File: src/rtl/regfile_wb_arbiter_if.sv
// Writeback, issue-reservation and source-check bus of regfile_wb_arbiter.
// The master side is driven by the execution units and the issue stage.
interface regfile_wb_arbiter_if #(
  parameter int NREQ = 3,
  parameter int AW   = 5,
  parameter int DW   = 32
);
  logic [NREQ-1:0]    req_valid;
  logic [NREQ-1:0]    req_ready;
  logic [NREQ*AW-1:0] req_addr;
  logic [NREQ*DW-1:0] req_data;
  logic [AW-1:0]      wta;
  logic [DW-1:0]      wtd;
  logic               cnt;
  logic               iss_valid;
  logic [AW-1:0]      iss_addr;
  logic               iss_ready;
  logic [AW-1:0]      rsa;
  logic [AW-1:0]      rta;
  logic               rs_busy;
  logic               rt_busy;

  modport master (
    output req_valid, req_addr, req_data, iss_valid, iss_addr, rsa, rta,
    input  req_ready, wta, wtd, cnt, iss_ready, rs_busy, rt_busy
  );

  modport slave (
    input  req_valid, req_addr, req_data, iss_valid, iss_addr, rsa, rta,
    output req_ready, wta, wtd, cnt, iss_ready, rs_busy, rt_busy
  );
endinterface

File: src/rtl/regfile_wb_arbiter.sv
// Arbitrates NREQ writeback requesters onto the register-file write port and tracks pending writes.
// Define WB_FIXED_PRIO_EN for fixed lowest-index-wins priority instead of round-robin.
module regfile_wb_arbiter #(
  parameter int NREQ = 3,
  parameter int AW   = 5,
  parameter int DW   = 32
) (
  input  logic clk,
  input  logic rst,
  regfile_wb_arbiter_if.slave bus
);
  localparam int NREG = 2**AW;

  logic [NREQ-1:0] grant;
  logic            xfer;
  logic [AW-1:0]   selAddr;
  logic [DW-1:0]   selData;

  logic            cnt_q, cnt_d;
  logic [AW-1:0]   wta_q, wta_d;
  logic [DW-1:0]   wtd_q, wtd_d;
  logic [NREG-1:0] busy_q, busy_d;
  logic            issReady;

`ifdef WB_FIXED_PRIO_EN
  // Descending scan so the lowest valid index is the last one written.
  always_comb begin
    grant   = '0;
    selAddr = '0;
    selData = '0;
    for (int k = NREQ - 1; k >= 0; k--) begin
      if (bus.req_valid[k]) begin
        grant    = '0;
        grant[k] = 1'b1;
        selAddr  = bus.req_addr[k*AW +: AW];
        selData  = bus.req_data[k*DW +: DW];
      end
    end
  end
`else
  localparam int PW = $clog2(NREQ);

  logic [PW-1:0] ptr_q, ptr_d, gntIdx;

  // Scan offsets from farthest to nearest so the requester right after ptr wins.
  always_comb begin
    grant   = '0;
    gntIdx  = '0;
    selAddr = '0;
    selData = '0;
    for (int off = NREQ; off >= 1; off--) begin
      for (int k = 0; k < NREQ; k++) begin
        if (k == (int'(ptr_q) + off) % NREQ && bus.req_valid[k]) begin
          grant    = '0;
          grant[k] = 1'b1;
          gntIdx   = PW'(k);
          selAddr  = bus.req_addr[k*AW +: AW];
          selData  = bus.req_data[k*DW +: DW];
        end
      end
    end
  end

  assign ptr_d = xfer ? gntIdx : ptr_q;

  always_ff @(posedge clk) begin
    if (rst) ptr_q <= PW'(NREQ - 1);
    else     ptr_q <= ptr_d;
  end
`endif

  assign xfer          = |grant;
  assign bus.req_ready = grant;

  // Writes to register 0 are accepted from the requester but never reach the register file.
  always_comb begin
    cnt_d = xfer && (selAddr != '0);
    wta_d = xfer ? selAddr : wta_q;
    wtd_d = xfer ? selData : wtd_q;
  end

  assign issReady = !busy_q[bus.iss_addr] || (bus.iss_addr == '0);

  // A new reservation overrides a same-cycle writeback clear.
  always_comb begin
    busy_d = busy_q;
    if (cnt_q && wta_q != '0)
      busy_d[wta_q] = 1'b0;
    if (bus.iss_valid && issReady && bus.iss_addr != '0)
      busy_d[bus.iss_addr] = 1'b1;
    busy_d[0] = 1'b0;
  end

  always_ff @(posedge clk) begin
    if (rst) begin
      cnt_q  <= 1'b0;
      wta_q  <= '0;
      wtd_q  <= '0;
      busy_q <= '0;
    end else begin
      cnt_q  <= cnt_d;
      wta_q  <= wta_d;
      wtd_q  <= wtd_d;
      busy_q <= busy_d;
    end
  end

  // The register file forwards wtd while the write is on the port, so no stall then.
  assign bus.rs_busy   = busy_q[bus.rsa] && !(cnt_q && wta_q == bus.rsa);
  assign bus.rt_busy   = busy_q[bus.rta] && !(cnt_q && wta_q == bus.rta);
  assign bus.iss_ready = issReady;
  assign bus.cnt       = cnt_q;
  assign bus.wta       = wta_q;
  assign bus.wtd       = wtd_q;
endmodule

File: src/flat_wrapper.sv
// flat-port wrapper written by rule: the top's interface ports become plain ports
module regfile_wb_arbiter_flat 
#(
  parameter int NREQ = 3,
  parameter int AW   = 5,
  parameter int DW   = 32
)
  (clk, rst, bus_req_valid, bus_req_addr, bus_req_data, bus_iss_valid, bus_iss_addr, bus_rsa, bus_rta, bus_req_ready, bus_wta, bus_wtd, bus_cnt, bus_iss_ready, bus_rs_busy, bus_rt_busy);
  regfile_wb_arbiter_if #(.NREQ(NREQ), .AW(AW), .DW(DW)) bus_i ();
  input  logic clk;
  input  logic rst;
  input wire logic [$bits(bus_i.req_valid)-1:0] bus_req_valid;
  input wire logic [$bits(bus_i.req_addr)-1:0] bus_req_addr;
  input wire logic [$bits(bus_i.req_data)-1:0] bus_req_data;
  input wire logic [$bits(bus_i.iss_valid)-1:0] bus_iss_valid;
  input wire logic [$bits(bus_i.iss_addr)-1:0] bus_iss_addr;
  input wire logic [$bits(bus_i.rsa)-1:0] bus_rsa;
  input wire logic [$bits(bus_i.rta)-1:0] bus_rta;
  output wire logic [$bits(bus_i.req_ready)-1:0] bus_req_ready;
  output wire logic [$bits(bus_i.wta)-1:0] bus_wta;
  output wire logic [$bits(bus_i.wtd)-1:0] bus_wtd;
  output wire logic [$bits(bus_i.cnt)-1:0] bus_cnt;
  output wire logic [$bits(bus_i.iss_ready)-1:0] bus_iss_ready;
  output wire logic [$bits(bus_i.rs_busy)-1:0] bus_rs_busy;
  output wire logic [$bits(bus_i.rt_busy)-1:0] bus_rt_busy;
  assign bus_i.req_valid = bus_req_valid;
  assign bus_i.req_addr = bus_req_addr;
  assign bus_i.req_data = bus_req_data;
  assign bus_i.iss_valid = bus_iss_valid;
  assign bus_i.iss_addr = bus_iss_addr;
  assign bus_i.rsa = bus_rsa;
  assign bus_i.rta = bus_rta;
  assign bus_req_ready = bus_i.req_ready;
  assign bus_wta = bus_i.wta;
  assign bus_wtd = bus_i.wtd;
  assign bus_cnt = bus_i.cnt;
  assign bus_iss_ready = bus_i.iss_ready;
  assign bus_rs_busy = bus_i.rs_busy;
  assign bus_rt_busy = bus_i.rt_busy;
  regfile_wb_arbiter #(.NREQ(NREQ), .AW(AW), .DW(DW)) u_core (.clk(clk), .rst(rst), .bus(bus_i));
endmodule
File: config.mk
export PLATFORM = sky130hd
export DESIGN_NAME = regfile_wb_arbiter_flat
export DESIGN_NICKNAME = d
export VERILOG_FILES = /design/src/rtl/regfile_wb_arbiter_if.sv /design/src/rtl/regfile_wb_arbiter.sv /design/src/flat_wrapper.sv
export SDC_FILE = /design/constraint.sdc
export NUM_CORES = 1
export LEC_CHECK = 0
export BUFFER_PORTS_ARGS = -buffer_cell sky130_fd_sc_hd__buf_4
export CORE_MARGIN = 5
export CORE_UTILIZATION = 43
export CTS_CLUSTER_DIAMETER = 30
export DETAILED_ROUTE_END_ITERATION = 6
export PLACE_DENSITY = 0.87
export SLEW_MARGIN = 25
export SYNTH_ARGS = -nofsm -noshare
export SYNTH_HDL_FRONTEND = slang
export SYNTH_SLANG_ARGS = --single-unit
File: constraint.sdc
create_clock -name clk -period 2.5 [get_ports clk]
set_clock_uncertainty 0.1 [all_clocks]
set_input_delay 0.5 -clock clk [delete_from_list [all_inputs] [get_ports clk]]
set_output_delay 0.5 -clock clk [all_outputs]
set_load 0.02 [all_outputs]
==> results of run 1 <==
## cell usage in the layout (no fill, tap or decap), types with 3 or more instances in the layout
cell type,instances
buf_4,195
a21oi_1,64
nand2_1,58
dfxtp_1,54
o21ai_0,37
a222oi_1,34
mux4_2,21
dfxtp_2,17
nor2_1,10
clkbuf_8,9
xor2_1,8
nand3b_1,8
nor2b_1,8
inv_1,7
mux2i_1,7
nor4_1,6
nand3_1,5
or3_1,4
nand2b_1,3
a31oi_2,3
nor3_1,3
or3b_2,3
nor4b_2,3
bufinv_16,3
## logic make-up (layout without fill, tap and decap cells)
group | count (synthesis) | in the layout | share of synthesized area (%)
AO/OA/AOI/OAI | 168 | 168 | 27.3
XOR/XNOR | 10 | 10 | 2.16
adder cells (fa/ha/maj) | 2 | 2 | 0.617
buffers and inverters | 46 | 220 | 4.85
flip-flops | 71 | 71 | 35.1
multiplexers | 30 | 30 | 14.0
AND/OR/NAND/NOR | 122 | 122 | 16.0
## routing by layer
metal,vias to the layer above,track usage (%),routed length (um),share of wire (%)
li1,2100,-,-,-
met1,2236,30.5,5490,35
met2,300,46.1,8120,51
met3,23,11.4,1990,13
met4,0,6.12,254,1.6
met5,-,0,0,0
## worst max-delay path by stage
stage	start	endpoint	slack (ns)	cells after the start
2_1_floorplan	bus_iss_addr[1]	bus_iss_ready	0.0001	6
3_3_place_gp	bus_rta[0]	bus_rt_busy	-0.14	6
3_5_place_dp	bus_rta[0]	bus_rt_busy	-0.18	6
4_1_cts	u_core.busy_q[15]	bus_rt_busy	-0.19	5
5_1_grt	u_core.busy_q[15]	bus_rt_busy	-0.24	5
6_report	u_core.busy_q[15]	bus_rt_busy	-0.18	5
## what timing repair did
action / 4_1_cts / 5_1_grt
pin swaps: 5 / 2
buffers inserted: 0 / 1
hold endpoints to repair: 0 / 0
setup endpoints to repair: 4 / 5
resized for setup: 14 / 8
## flip-flops by register name (all words and copies together), names as in the netlist
name and cells:
u_core.busy_q 31, u_core.ptr_q 2, u_core.bus.wta 5, u_core.bus.cnt 1, u_core.bus.wtd 32
## worst max-delay path: stages, from the launching register on
cell,delay [ns]
dfxtp_2,0.35
mux4_2,0.47
mux4_2,0.48
a22oi_2,0.19
a31oi_2,0.05
buf_4,0.19
## layout make-up
| cell class | count | share of cell area (%) |
|---|---|---|
| Clock buffer | 10 | 2.18 |
| Inverter | 7 | 0.449 |
| Sequential cell | 71 | 24.7 |
| Timing Repair Buffer | 197 | 25.6 |
| Tap cell | 111 | 2.37 |
| Multi-Input combinational cell | 332 | 42.9 |
| Clock inverter | 6 | 1.86 |
## where the power goes
group / switching [mW] / total (mW) / leakage, nW / internal, mW
logic: 0.829 / 1.53 / 1.66 / 0.702
clock network: 0.445 / 1.11 / 0.120 / 0.662
registers: 0.141 / 1.42 / 0.589 / 1.27
total: 1.42 / 4.05 / 2.37 / 2.64
==> metrics.yaml, run 1 <==
outcome: "finished, violations left"
violations: "setup timing"
worst_slack_ns: -0.176
die_w_um: 107
drt-total-wl_mm: 15.9
cp.required_ns: 1.90
track_usage_pct: 26.7
finalSetupTns_ns: -0.345
num_vias: 4659
place_area_um2: 5550
wl_per_cell_um: 21.6
synth_area_leaders: "dfxtp_1, mux4_2, a222oi_1"
place.port_buffers: 175
finalCritPeriodShare_pct: 107
initial_core_util_pct: 44.1
end_kind: "primary output"
final_nets: 752
htree_levels: 3
syn_area_um2: 4050
fin_area_um2: 5850
timing.fmax_ghz: 0.374
grt_max_degree: 75
dr.pass1.iters: 6
synth_seq_cells: 71
ff_latch_area_um2: 1440
antenna_found_initial: 0
tightest_slew_ns: 0.801
cts_tree: "yes"
multiInputGateArea_um2: 2510
gp_congestion: 0.988
r2r_end: "u_core.bus.wtd[8]"
drive_gt1_share_pct: 43.7
ys_seq_area_share_pct: 35.1
setup_viol_count_final: 3
cts_buffer_depth: 2
yosysMostFrequentCell: "dfxtp_1"
synth_cell_types: 53
viasPerCell: 6.35
fin_hold_ws_ns: 0.294
slew_violations: 0
cp.arrival_ns: 2.08
async_flop_share_pct: 0
cts_sinks: 71
dp_cells: 717
clockRootBuffer: "clkbuf_8"
clk_pin_slew_ns: 0.08
grt_pass1_wl_mm: 24.3
synth_edf_count: 0
whs_path_depth: 3
synth_top_area_share_pct: 35.1
grt-ovfl-total: 0
hpwl_mm: 11.9
hold_viol_final: 0
synth_flop_cell: "dfxtp_1"
r2r-start: "u_core.ptr_q[0]"
synthCells: 449
synth.avg_cell_area_um2: 9.03
r2r_cells: 7
drt_first_iter_violations: 467
worstPathMaxFanout: 4
finalNonFillerCells: 734
core-area_um2: 9200
power_density_nw_per_um2: 693
reg2reg_slack_ns: 0.20
diodes: 0
syn_to_final_growth_pct: 44.4
max-cap-violations: 0
drc: 0
hold_path_end: "u_core.bus.wtd[3]"
synth_commonest_cells: "dfxtp_1, a21oi_1, nand2_1"
rows: 35
slew_headroom_pct: 46.6
synth_area_leader_cell: "dfxtp_1"
dp_slack_ns: -0.182
vdd_ir_drop_max_mv: 0.372
die_y_um: 107
ios: 176
crit_type: "register to primary output"
p_leak_nw: 2.37
ys.warnings.count: 0
startpoint_type: "register"
post-route-min-period_ns: 2.68
holdCritPathClass: "primary input to register"
finalPower_mw: 4.05
min_from: "bus_req_data[67]"
fin_util_pct: 63.6
cts_hold_buf: 0
grt_pass1_vias: 4651
fill_cells: 727
dieArea_um2: 11500
cts_buffers: 9
ant_nets: 0
clk_latency_ns: 0.34
syn_nets: 583
grt_setup_unrepaired: "yes"
No activity file was read; power rests on OpenSTA's default activity.
==> inputs of run 2 (changes only) <==
- CORE_ASPECT_RATIO: not set -> 2
==> metrics.yaml, run 2 (synthesized netlist as in run 1, its figures left out) <==
place_area_um2: 5560  # +0.11%
grt_pass1_wl_mm: 26.0  # +7.0%
clockRootBuffer: "clkbuf_16"
multiInputGateArea_um2: 2520  # +0.30%
dp_slack_ns: -0.165  # +0.0175 ns
ff_latch_area_um2: 1440  # -0.52%
drt-total-wl_mm: 16.9  # +6.6%
combinationalPowerShare_pct: 34.8  # -3.0 points
finalPower_mw: 4.46  # +9.9%
end_kind: "primary output"
grt_max_degree: 75  # unchanged
hpwl_mm: 12.9  # +9.0%
crit_path_frequent_cell: "mux4_2"
core-area_um2: 9320  # +1.4%
grt_setup_unrepaired: "yes"
finalCritPeriodShare_pct: 106  # -0.95 points
grt-ovfl-total: 0  # unchanged
sequentialPowerShare_pct: 31.9  # -3.0 points
fin_hold_ws_ns: 0.316  # +0.0222 ns
cpMaxStageDelayCell: "mux4_2"
initial_core_util_pct: 43.5  # -0.59 points
final_cell_mix: "buf_4, a21oi_1, dfxtp_1"
largest_register_ffs: 32  # unchanged
die_w_um: 78.7  # -27%
wl_per_cell_um: 23.2  # +7.3%
htree_levels: 3  # unchanged
slew_violations: 0  # unchanged
syn_to_final_growth_pct: 47.5
max-cap-violations: 0  # unchanged
post-route-min-period_ns: 2.65  # -0.0237 ns
gp_congestion: 0.998  # +1.0%
clkPwrFrac_pct: 33.3  # +6.0 points
violations: "setup timing"
p_leak_nw: 2.43  # +2.3%
track_usage_pct: 28.8  # +2.1 points
crit_type: "register to primary output"
grt_pass1_vias: 5077  # +9.2%
intPower_mw: 2.99  # +13%
clk_latency_ns: 0.33  # about the same
worstPathMaxFanout: 4  # unchanged
slew_headroom_pct: 47.1  # +0.54 points
diodes: 0  # unchanged
dieArea_um2: 11600  # +1.0%
rows: 50  # +43%
power_density_nw_per_um2: 745  # +7.6%
hold_viol_final: 0  # unchanged
num_vias: 4839  # +3.9%
worst_slack_ns: -0.152  # +0.0237 ns
die_y_um: 147  # +38%
cp.required_ns: 1.90  # about the same
cts_sinks: 71  # unchanged
timing.fmax_ghz: 0.377  # +0.89%
drt_first_iter_violations: 699  # +50%
final_common_cell: "buf_4"
viasPerCell: 6.64  # +4.6%
switching_share_pct: 32.9  # -2.0 points
drive_gt1_share_pct: 43.0  # -0.62 points
worst_path_dominant_cell_family: "multiplexers"
switchingPower_mw: 1.47  # +3.6%
fin_area_um2: 5980  # +2.2%
place.port_buffers: 175  # unchanged
antenna_found_initial: 0  # unchanged
ios: 176  # unchanged
cp.arrival_ns: 2.05  # -0.03 ns
startpoint_type: "register"
drc: 0  # unchanged
tightest_slew_ns: 0.793  # -0.00814 ns
cts_tree: "yes"
dr.pass1.iters: 7  # +1
cts_buffers: 9  # unchanged
holdCritPathClass: "primary input to register"
setup_viol_count_final: 3  # unchanged
cp_num_buf_inv: 1  # unchanged
critPathMaxStageDelay_ns: 0.48  # about the same
clk_pin_slew_ns: 0.06  # -0.02 ns
vdd_ir_drop_max_mv: 0.538  # +45%
fill_cells: 716  # -1.5%
outcome: "finished, violations left"
final_nets: 754  # +0.27%
cts_buffer_depth: 2  # unchanged
ant_nets: 0  # unchanged
worstPathCellList: "mux4_2 > mux4_2 > a22oi_2 > a31oi_2 > buf_4"
==> run 2: cell types whose count changed in the layout (fill, tap and decap cells not counted), moves of 6 or more <==
cell / delta
dfxtp_1: +6
clkbuf_8: -8
dfxtp_2: -6
clkbuf_16: +9
==> run 2: cell type report <==
type,count,area share (%)
Inverter,7,0.439
Tap cell,104,2.18
Clock inverter,6,1.80
Clock buffer,10,4.00
Multi-Input combinational cell,332,42.1
Timing Repair Buffer,199,25.4
Sequential cell,71,24.0
==> run 2: power groups by stage <==
stage | clock, mW | sequential (mW) | combinational (mW)
after CTS | 1.50 | 1.41 | 1.52
final | 1.49 | 1.42 | 1.55
after global placement | 0 | 1.43 | 1.46
after floorplan | 0 | 1.53 | 0.723
after global routing | 1.56 | 1.44 | 1.64
after detailed placement | 0 | 1.43 | 1.50
==> run 2: path summary, 6_finish.rpt <==
kind | from | endpoint | slack, ns | depth (start not counted)
worst min register to register | u_core.bus.wtd[24] | u_core.bus.wtd[24] | 0.41 | 2
worst max-delay path | u_core.busy_q[15] | bus_rs_busy | -0.15 | 5
worst max register to register | u_core.ptr_q[0] | u_core.bus.cnt | 0.10 | 7
worst min-delay path | bus_req_data[94] | u_core.bus.wtd[30] | 0.32 | 3
==> run 2: timing repair <==
item / CTS / global route
setup endpoints to repair: 4 / 6
hold buffers: 0 / 0
gates resized for setup: 14 / 7
cloned: 0 / 0
setup buffers: 0 / 1
pin swaps: 5 / 1
==> run 2: stage by stage <==
stage               utilization (%)  setup TNS, ns  std cells
floorplan                         -              0        449
global placement               59.6         -0.386        712
detailed placement             59.6         -0.462        712
CTS                            63.9         -0.366        728
global route                   64.1         -0.544        729
finish                         64.1         -0.381        729
==> run 2: worst register-to-register path, cell delays in order (launching register included) <==
cell and delay, ns:
dfxtp_2 0.34, inv_1 0.07, ha_4 0.26, or3_4 0.38
and4_4 0.23, a222oi_1 0.48, and4_1 0.27, a311oi_1 0.11
==> run 2: layer usage <==
layer	vias up	share of wire, %	wire (um)	global-route usage [%]
met4	0	5.9	996	17.7
met2	378	52	8840	51.4
met1	2289	31	5320	28.9
met3	71	10	1750	7.85
li1	2101	-	-	-
met5	-	0	0	0
